`config.mk`:
```
export PLATFORM = sky130hd
export DESIGN_NAME = instr_fetch
export DESIGN_NICKNAME = d
export VERILOG_FILES = /design/src/rtl/rv32i_pkg.sv /design/src/rtl/fetch_fifo.sv /design/src/rtl/instr_fetch.sv
export SDC_FILE = /design/constraint.sdc
export NUM_CORES = 1
export LEC_CHECK = 0
export ABC_AREA = 1
export BUFFER_PORTS_ARGS = -buffer_cell sky130_fd_sc_hd__buf_2
export CELL_PAD_IN_SITES_DETAIL_PLACEMENT = 0
export CELL_PAD_IN_SITES_GLOBAL_PLACEMENT = 1
export CORE_UTILIZATION = 40
export CTS_BUF_LIST = sky130_fd_sc_hd__clkbuf_8 sky130_fd_sc_hd__clkbuf_16
export CTS_CLUSTER_SIZE = 30
export DETAILED_ROUTE_END_ITERATION = 8
export PLACE_DENSITY = 0.82
export SYNTH_ARGS = -nofsm -noshare
export SYNTH_HDL_FRONTEND = slang
export SYNTH_HIERARCHICAL = 1
export SYNTH_SLANG_ARGS = --single-unit
```
`constraint.sdc`:
```
create_clock -name i_clk -period 6.3 [get_ports i_clk]
set_input_delay 1.26 -clock i_clk [delete_from_list [all_inputs] [get_ports i_clk]]
set_output_delay 1.26 -clock i_clk [all_outputs]
set_load 0.03 [all_outputs]
```
`src/rtl/rv32i_pkg.sv`:
```
// Shared RV32I front-end types: machine widths, reset PC and the fetch FIFO payload.
package rv32i_pkg;

    localparam int unsigned XLEN = 32;
    localparam int unsigned ILEN = 32;

    localparam logic [XLEN-1:0] DEFAULT_RESET_PC = 32'h0000_0000;

    typedef struct packed {
        logic [XLEN-1:0] pc;
        logic [ILEN-1:0] instr;
    } fetch_entry_t;

endpackage

```
`src/rtl/fetch_fifo.sv`:
```
// Synchronous FIFO of fetched {pc, instr} entries; head, count and flags come straight from registers.
module fetch_fifo
    import rv32i_pkg::*;
#(
    parameter  int unsigned DEPTH = 2,
    localparam int unsigned CW    = $clog2(DEPTH) + 1
) (
    input  logic         i_clk,
    input  logic         i_rst_n,
    input  logic         i_push,
    input  fetch_entry_t i_data,
    input  logic         i_pop,
    input  logic         i_flush,
    output fetch_entry_t o_head,
    output logic [CW-1:0] o_count,
    output logic         o_empty,
    output logic         o_full
);

    localparam int unsigned AW = (DEPTH > 1) ? $clog2(DEPTH) : 1;

    fetch_entry_t  r_mem [DEPTH];
    logic [AW-1:0] r_wr_ptr;
    logic [AW-1:0] r_rd_ptr;
    logic [CW-1:0] r_count;
    logic          r_empty;
    logic          r_full;

    logic          w_do_push;
    logic          w_do_pop;
    logic [CW-1:0] w_count_nxt;

    // A push into a full FIFO is only taken when the head leaves in the same cycle.
    always_comb begin
        w_do_pop    = i_pop && !r_empty;
        w_do_push   = i_push && (!r_full || w_do_pop);
        w_count_nxt = r_count + CW'(w_do_push) - CW'(w_do_pop);
    end

    always_ff @(posedge i_clk or negedge i_rst_n) begin
        if (!i_rst_n) begin
            for (int i = 0; i < int'(DEPTH); i++) begin
                r_mem[i] <= '0;
            end
            r_wr_ptr <= '0;
            r_rd_ptr <= '0;
            r_count  <= '0;
            r_empty  <= 1'b1;
            r_full   <= 1'b0;
        end else if (i_flush) begin
            r_wr_ptr <= '0;
            r_rd_ptr <= '0;
            r_count  <= '0;
            r_empty  <= 1'b1;
            r_full   <= 1'b0;
        end else begin
            if (w_do_push) begin
                r_mem[r_wr_ptr] <= i_data;
                r_wr_ptr        <= r_wr_ptr + AW'(1);
            end
            if (w_do_pop) begin
                r_rd_ptr <= r_rd_ptr + AW'(1);
            end
            r_count <= w_count_nxt;
            r_empty <= (w_count_nxt == '0);
            r_full  <= (w_count_nxt == CW'(DEPTH));
        end
    end

    assign o_head  = r_mem[r_rd_ptr];
    assign o_count = r_count;
    assign o_empty = r_empty;
    assign o_full  = r_full;

endmodule

```
`src/rtl/instr_fetch.sv`:
```
// Instruction fetch unit: credit-limited word fetches into a small FIFO, with redirect flush and misaligned-target fault.
module instr_fetch
    import rv32i_pkg::*;
#(
    parameter logic [XLEN-1:0] RESET_PC = DEFAULT_RESET_PC,
    parameter int unsigned     DEPTH    = 2
) (
    input  logic            i_clk,
    input  logic            i_rst_n,
    output logic            o_imem_req,
    output logic [XLEN-1:0] o_imem_addr,
    input  logic            i_imem_ready,
    input  logic            i_imem_rvalid,
    input  logic [ILEN-1:0] i_imem_rdata,
    output logic            o_valid,
    output logic [ILEN-1:0] o_opcode,
    output logic [XLEN-1:0] o_pc,
    input  logic            i_ready,
    input  logic            i_redirect,
    input  logic [XLEN-1:0] i_redirect_addr,
    output logic            o_fault
);

    localparam int unsigned CW = $clog2(DEPTH) + 1;
    localparam int unsigned SW = CW + 1;

    localparam logic [0:0] ST_RUN   = 1'b0;
    localparam logic [0:0] ST_FAULT = 1'b1;

    logic [0:0]      r_state;
    logic [XLEN-1:0] r_fetch_pc;
    logic [XLEN-1:0] r_resp_pc;
    logic [CW-1:0]   r_outstanding;
    logic [CW-1:0]   r_discard;

    logic [0:0]      w_state_nxt;
    logic [XLEN-1:0] w_fetch_pc_nxt;
    logic [XLEN-1:0] w_resp_pc_nxt;
    logic [CW-1:0]   w_outstanding_nxt;
    logic [CW-1:0]   w_discard_nxt;

    logic            w_credit_ok;
    logic            w_accept;
    logic            w_resp_dec;
    logic            w_keep;
    fetch_entry_t    w_push_data;
    fetch_entry_t    w_head;
    logic [CW-1:0]   w_count;
    logic            w_empty;
    logic            w_full;

    // Discarded responses are still counted in r_outstanding, so the credit covers them too.
    assign w_credit_ok = !w_full &&
                         ((SW'(r_outstanding) + SW'(w_count)) < SW'(DEPTH));
    assign o_imem_req  = i_rst_n && (r_state == ST_RUN) && !i_redirect && w_credit_ok;
    assign o_imem_addr = r_fetch_pc;
    assign w_accept    = o_imem_req && i_imem_ready;
    assign w_resp_dec  = i_imem_rvalid && (r_outstanding != '0);
    assign w_keep      = i_imem_rvalid && (r_discard == '0) && !i_redirect &&
                         (r_state == ST_RUN);
    assign w_push_data = '{pc: r_resp_pc, instr: i_imem_rdata};

    fetch_fifo #(
        .DEPTH (DEPTH)
    ) u_fifo (
        .i_clk   (i_clk),
        .i_rst_n (i_rst_n),
        .i_push  (w_keep),
        .i_data  (w_push_data),
        .i_pop   (i_ready),
        .i_flush (i_redirect),
        .o_head  (w_head),
        .o_count (w_count),
        .o_empty (w_empty),
        .o_full  (w_full)
    );

    // Next-state: a redirect overrides every other update and re-arms the discard counter.
    always_comb begin
        w_state_nxt       = r_state;
        w_fetch_pc_nxt    = r_fetch_pc;
        w_resp_pc_nxt     = r_resp_pc;
        w_outstanding_nxt = r_outstanding + CW'(w_accept) - CW'(w_resp_dec);
        w_discard_nxt     = r_discard;
        if (i_redirect) begin
            w_fetch_pc_nxt = i_redirect_addr;
            w_resp_pc_nxt  = i_redirect_addr;
            w_discard_nxt  = r_outstanding - CW'(w_resp_dec);
            w_state_nxt    = (i_redirect_addr[1:0] == 2'b00) ? ST_RUN : ST_FAULT;
        end else begin
            if (w_accept) begin
                w_fetch_pc_nxt = r_fetch_pc + 32'd4;
            end
            if (w_keep) begin
                w_resp_pc_nxt = r_resp_pc + 32'd4;
            end
            if (i_imem_rvalid && (r_discard != '0)) begin
                w_discard_nxt = r_discard - CW'(1);
            end
        end
    end

    always_ff @(posedge i_clk or negedge i_rst_n) begin
        if (!i_rst_n) begin
            r_state       <= ST_RUN;
            r_fetch_pc    <= RESET_PC;
            r_resp_pc     <= RESET_PC;
            r_outstanding <= '0;
            r_discard     <= '0;
        end else begin
            r_state       <= w_state_nxt;
            r_fetch_pc    <= w_fetch_pc_nxt;
            r_resp_pc     <= w_resp_pc_nxt;
            r_outstanding <= w_outstanding_nxt;
            r_discard     <= w_discard_nxt;
        end
    end

    assign o_valid  = !w_empty;
    assign o_opcode = w_head.instr;
    assign o_pc     = w_head.pc;
    assign o_fault  = (r_state == ST_FAULT);

endmodule

```
==> flow_summary_export.csv, run 1 <==
group,metric,value,unit
floorplanning,core.rowCount,60,
logic_synthesis,async_flop_share,1.000,
finish,layout_common_cells,"nand2_1 (677), dfrtp_1 (201), buf_2 (167), nand4_1 (136), nor2_1 (100)",
critical_path,worstPathArrival,2450,ps
clock_tree,ctsHoldBuffers,0,
sta,hold_viol_final,0,
detailed_routing,drtIter0Drc,754,
critical_path,reg2reg_depth,8,
global_routing,antenna_found_initial,0,
clock_tree,cts_buffers,25,
sta,rsz0062_at_grt,"false",
critical_path,crit_buf_inv,4,
critical_path,endpoint_kind,"output port",
sta,maxClockFrequency,0.2698,GHz
logic_synthesis,netlist_area,11210,um^2
detailed_routing,avgRoutedWirePerCell,15.92,um
logic_synthesis,synth_seq_area_share,0.4533,
finish,diodes,0,
finish,instances_no_fill,2027,
finish,final_nets,1719,
power,vdd_drop_max,0.1838,mV
critical_path,path_cells,"clkbuf_8 > inv_1 > nor2_1 > nand3_4 > inv_4 > buf_2",
detailed_routing,drcViolationCount,0,
sta,min_period,3707,ps
detailed_routing,ant_nets,0,
critical_path,cp.depth,6,
critical_path,cp_slowest_cell,"clkbuf_8",
logic_synthesis,synth_nets,1603,
finish,syn_to_final_growth,15.12,%
hold_path,min_path_type,"flop to flop",
clock_tree,cts_sinks,203,
detailed_routing,vias,10490,
global_routing,grt_max_degree,83,
logic_synthesis,yosysUniqueCellTypes,43,
hold_path,worstHoldPathCells,2,
placement,dp_slack,2536,ps
floorplanning,die_width,169.4,um
global_routing,grt_pass1_vias,9932,
global_routing,grt_pass1_wl,52.83,mm
clock_tree,postCtsSetupRepairBufs,0,
logic_synthesis,syn_avg_cell_area,7.354,um^2
finish,final_cell_area,12900,um^2
global_routing,grt_use_total,0.2291,
sta,finalSetupViolations,0,
global_routing,grt_overflow,0,
power,powerDensity,359.7,nW/um^2
critical_path,critPathKind,"input port to output port",
sta,skew,10.62,ps
placement,hpwlAfterDp,20.46,mm
placement,gp_congestion,0.8654,
floorplanning,dieArea,28690,um^2
sta,layout_setup_ws,2593,ps
placement,placed_cell_area,12100,um^2
run,drv_cap,0,
floorplanning,die_h,169.4,um
clock_tree,path_clk_slew,50,ps
sta,period_share,0.5884,
critical_path,slowest_delay,440,ps
floorplanning,ios,169,
logic_synthesis,yosys_register_bits,203,
finish,regArea,5082,um^2
placement,io_buffers,168,
logic_synthesis,ys.flop_type,"dfrtp_1",
detailed_routing,drt_wl_total,32.27,mm
clock_tree,clock_latency,520,ps
floorplanning,core,27250,um^2
critical_path,worstPathMaxFanout,64,
finish,fin_util,0.4735,
power,leakage,6.889,nW
sta,finalMaxSlewViolations,0,
sta,setup_tns,0,ps
detailed_routing,viasPerCell,5.175,
clock_tree,cts_root_buffer,"clkbuf_16",
floorplanning,start_util,0.4113,
clock_tree,htree_levels,1,
critical_path,cp_data_required_time,5040,ps
critical_path,path_delay_family,"buffers and inverters",
finish,layout-drive-gt1-share,0.1595,
status,status,"finished clean",
sta,slew_headroom,0.1495,
logic_synthesis,syn_inst,1524,
logic_synthesis,synth_edf_count,0,
detailed_routing,first_pass_iters,5,
clock_tree,cts_tree,"built",
clock_tree,cts_buffer_depth,3,
finish,multi_input_area,5308,um^2
finish,final_common_cell,"nand2_1",
critical_path,critPathLaunchType,"input port",
clock_tree,cts_resized,0,
logic_synthesis,yosys_warnings,6,
placement,dp.cells,1985,
finish,fillCellCount,2802,
sta,worst_slew_pin_slew,1276,ps
## registers in the layout (all words and copies together), names as in the netlist
signal,cells
o_fault,1
o_imem_addr,32
r_discard,2
r_outstanding,2
r_resp_pc,32
u_fifo/o_count,2
u_fifo/o_empty,1
u_fifo/o_full,1
u_fifo/r_mem,128
u_fifo/r_rd_ptr,1
u_fifo/r_wr_ptr,1
## area by class of cell
type,count,share of cell area
multi-input combinational,1147,0.4114
sequential,203,0.3939
tap,372,0.03607
clock buffer,32,0.05595
clock inverter,10,0.006012
timing repair buffer,178,0.07166
inverter,85,0.02502
## final timing paths
path | start | to | slack, ps
min in group asynchronous | i_rst_n | u_fifo/r_mem[20] | 730
min | o_imem_addr[0] | o_imem_addr[0] | 470
max | i_rst_n | o_imem_req | 2590
max reg2reg | r_discard[0] | u_fifo/r_mem[113] | 3290
min reg2reg | o_imem_addr[0] | o_imem_addr[0] | 470
max in group asynchronous | i_rst_n | u_fifo/r_rd_ptr | 4120
## power by group
part | internal (mW) | switching, mW | leakage, nW | total [mW]
clock network | 0.840 | 0.556 | 0.415 | 1.40
logic | 0.419 | 1.06 | 3.85 | 1.48
registers | 1.56 | 0.205 | 2.63 | 1.77
## layer usage
layer / track usage / share of wire
met1: 0.3338 / 0.49
met2: 0.3655 / 0.45
met3: 0.02799 / 0.049
met4: 0.04622 / 0.014
met5: 0 / 0
## kinds of logic (layout without fill, tap and decap cells)
kind of cell               Yosys count  in the layout  share of synthesized area
AOI/OAI and AO/OA                   92             92                    0.04856
and+or+nand+nor                   1040           1040                     0.4069
buffers and inverters              174            305                    0.07580
adders and majority gates            9              9                    0.01072
xor gates and xnor gates             6              6                   0.004689
DFF                                203            203                     0.4533
## tightest hold or removal path, stage by stage (launching register included)
cell and delay [ps]:
dfrtp_1 340, nand2_1 50, nand2_1 50
## cells in the mapped netlist, types with 8 or more instances
master	n	area share
clkbuf_1	11	0.0037
buf_4	11	0.0074
dfrtp_1	202	0.45
a21oi_1	29	0.013
nand3_1	80	0.036
ha_1	8	0.0089
nor2_1	101	0.034
buf_6	10	0.010
o21ai_0	27	0.012
o211ai_1	13	0.0087
nand4_1	136	0.076
inv_1	81	0.027
a21oi_2	8	0.0063
nand2_1	677	0.23
buf_2	52	0.023
## stage by stage
| step | total power, mW | hold slack, ps |
|---|---|---|
| after global placement | 3.243 | 449.4 |
| final | 4.641 | 466.0 |
| after global routing | 4.922 | 479.6 |
| after CTS | 4.682 | 467.0 |
| after floorplan | 2.821 | 441.7 |
| after detailed placement | 3.271 | 453.0 |
Power figures use the tool's default switching activity.
==> run 2: changes to the inputs <==
--- a/config.mk
+++ b/config.mk
@@ -9,11 +9,11 @@
 export BUFFER_PORTS_ARGS = -buffer_cell sky130_fd_sc_hd__buf_2
 export CELL_PAD_IN_SITES_DETAIL_PLACEMENT = 0
 export CELL_PAD_IN_SITES_GLOBAL_PLACEMENT = 1
-export CORE_UTILIZATION = 40
+export CORE_UTILIZATION = 38
 export CTS_BUF_LIST = sky130_fd_sc_hd__clkbuf_8 sky130_fd_sc_hd__clkbuf_16
 export CTS_CLUSTER_SIZE = 30
 export DETAILED_ROUTE_END_ITERATION = 8
-export PLACE_DENSITY = 0.82
+export PLACE_DENSITY = 0.81
 export SYNTH_ARGS = -nofsm -noshare
 export SYNTH_HDL_FRONTEND = slang
 export SYNTH_HIERARCHICAL = 1
==> constraint.sdc (replaced) <==
create_clock -name i_clk -period 3.2 [get_ports i_clk]
set_input_delay 0.64 -clock i_clk [delete_from_list [all_inputs] [get_ports i_clk]]
set_output_delay 0.64 -clock i_clk [all_outputs]
set_load 0.03 [all_outputs]
==> flow_summary_export.csv, run 2 (synthesized netlist as in run 1, its figures left out) <==
group,metric,value,unit
critical_path,r2r_setup_slack,940,ps
detailed_routing,drcViolationCount,0,
clock_tree,cts_resized,0,
finish,layout-drive-gt1-share,0.1647,
hold_path,min_path_type,"input port to flop",
finish,final_common_cell,"nand2_1",
critical_path,critPathKind,"flop to output port",
detailed_routing,first_pass_iters,7,
floorplanning,die_h,173.7,um
floorplanning,ios,169,
floorplanning,start_util,0.3884,
placement,gp_congestion,0.9025,
run,drv_cap,0,
critical_path,cp_data_required_time,2560,ps
sta,skew,14.89,ps
critical_path,reg2reg_depth,11,
clock_tree,path_clk_slew,60,ps
sta,slew_headroom,0.3824,
finish,layout_common_cells,"nand2_1 (677), dfrtp_1 (201), buf_2 (167), nand4_1 (136), nor2_1 (100)",
power,leakage,6.992,nW
sta,finalSetupViolations,0,
finish,diodes,0,
floorplanning,core.rowCount,62,
hold_path,min_to,"r_resp_pc[19]",
sta,finalMaxSlewViolations,0,
critical_path,worstPathArrival,2120,ps
placement,io_buffers,168,
floorplanning,dieArea,30190,um^2
sta,rsz0062_at_grt,"false",
clock_tree,cts_buffer_depth,3,
clock_tree,cts_tree,"built",
finish,largest_reg_flops,128,
critical_path,r2r_start,"r_outstanding[0]",
sta,hold_viol_final,0,
critical_path,worstPathMaxFanout,4,
clock_tree,cts_root_buffer,"clkbuf_16",
power,powerDensity,728.7,nW/um^2
detailed_routing,top_layer,"met4",
sta,maxClockFrequency,0.3626,GHz
floorplanning,core,28860,um^2
power,vdd_drop_max,0.3260,mV
hold_path,min_from,"i_redirect_addr[19]",
detailed_routing,dr_wl_met3,1.873,mm
detailed_routing,drtIter0Drc,856,
critical_path,critPathLaunchType,"flop",
hold_path,worstHoldPathCells,3,
global_routing,grt_pass1_vias,10100,
finish,syn_to_final_growth,17.28,%
detailed_routing,viasPerCell,5.202,
global_routing,grt_use_total,0.2183,
finish,instances_no_fill,2048,
finish,final_nets,1726,
global_routing,antenna_found_initial,0,
critical_path,endpoint_kind,"output port",
sta,worst_slew_pin_slew,926.4,ps
detailed_routing,ant_nets,0,
global_routing,grt_pass1_wl,53.99,mm
clock_tree,ctsHoldBuffers,1,
detailed_routing,vias,10650,
sta,min_period,2758,ps
detailed_routing,routed-wl-met2,14.49,mm
sta,setup_tns,0,ps
status,status,"finished clean",
finish,regMostFlops,"u_fifo/r_mem",
clock_tree,postCtsSetupRepairBufs,0,
sta,period_share,0.8618,
detailed_routing,avgRoutedWirePerCell,16.03,um
global_routing,grt_overflow,0,
floorplanning,die_width,173.7,um
global_routing,grt_max_degree,135,
detailed_routing,drt_wl_total,32.84,mm
placement,hpwlAfterDp,20.90,mm
clock_tree,cts_buffers,25,
critical_path,regToRegEndpoint,"r_outstanding[1]",
clock_tree,clock_latency,540,ps
sta,holdWs,365.8,ps
placement,dp.cells,2003,
clock_tree,htree_levels,1,
detailed_routing,m1WireLength,15.86,mm
clock_tree,cts_sinks,203,
[run 2: worst max-delay path: stages (launching register included)]
cell,delay [ps]
dfrtp_1,410
nand2_1,80
inv_1,40
fa_1,430
nor2_1,200
nand3_4,130
inv_4,100
buf_2,200
[run 2: layout make-up]
class                      instances  area, um^2
clock buffer                      36       777.0
clock inverter                     8       152.6
fill                            3025       15710
inverter                          85       322.8
multi-input combinational       1147        5300
sequential                       203        5082
tap                              384       480.5
timing repair buffer             185        1030
[run 2: per-stage QoR]
| stage | setup WS (ps) | total power [mW] | util | cell area, um^2 |
|---|---|---|---|---|
| 4_1_cts | 414.7 | 9.660 | 0.4555 | 13150 |
| 3_3_place_gp | 835.1 | 6.424 | 0.4230 | 12210 |
| 3_5_place_dp | 796.5 | 6.484 | 0.4230 | 12210 |
| 2_1_floorplan | 579.9 | 5.554 | - | 11210 |
| 5_1_grt | 344.1 | 10.14 | 0.4555 | 13150 |
| 6_report | 442.1 | 9.579 | 0.4555 | 13150 |
[run 2: routing by layer]
metal,track usage,vias to the layer above
met4,0.04459,0
met5,0,-
li1,-,5204
met1,0.3209,5096
met2,0.3425,316
met3,0.02873,38
[run 2: worst max-delay path by stage]
| stage | from | end | cells past startpoint |
|---|---|---|---|
| floorplan | i_redirect | u_fifo/o_full | 14 |
| global placement | i_ready | u_fifo/o_full | 12 |
| detailed placement | i_ready | u_fifo/o_count[1] | 12 |
| CTS | r_outstanding[0] | o_imem_req | 7 |
| global route | r_outstanding[0] | o_imem_req | 7 |
| finish | r_outstanding[0] | o_imem_req | 7 |
[run 2: power by group]
| group | internal [mW] | switching, mW | total (mW) |
|---|---|---|---|
| clock | 2.00 | 1.15 | 3.15 |
| combinational | 0.844 | 2.10 | 2.95 |
| sequential | 3.08 | 0.405 | 3.49 |
| total | 5.93 | 3.65 | 9.58 |
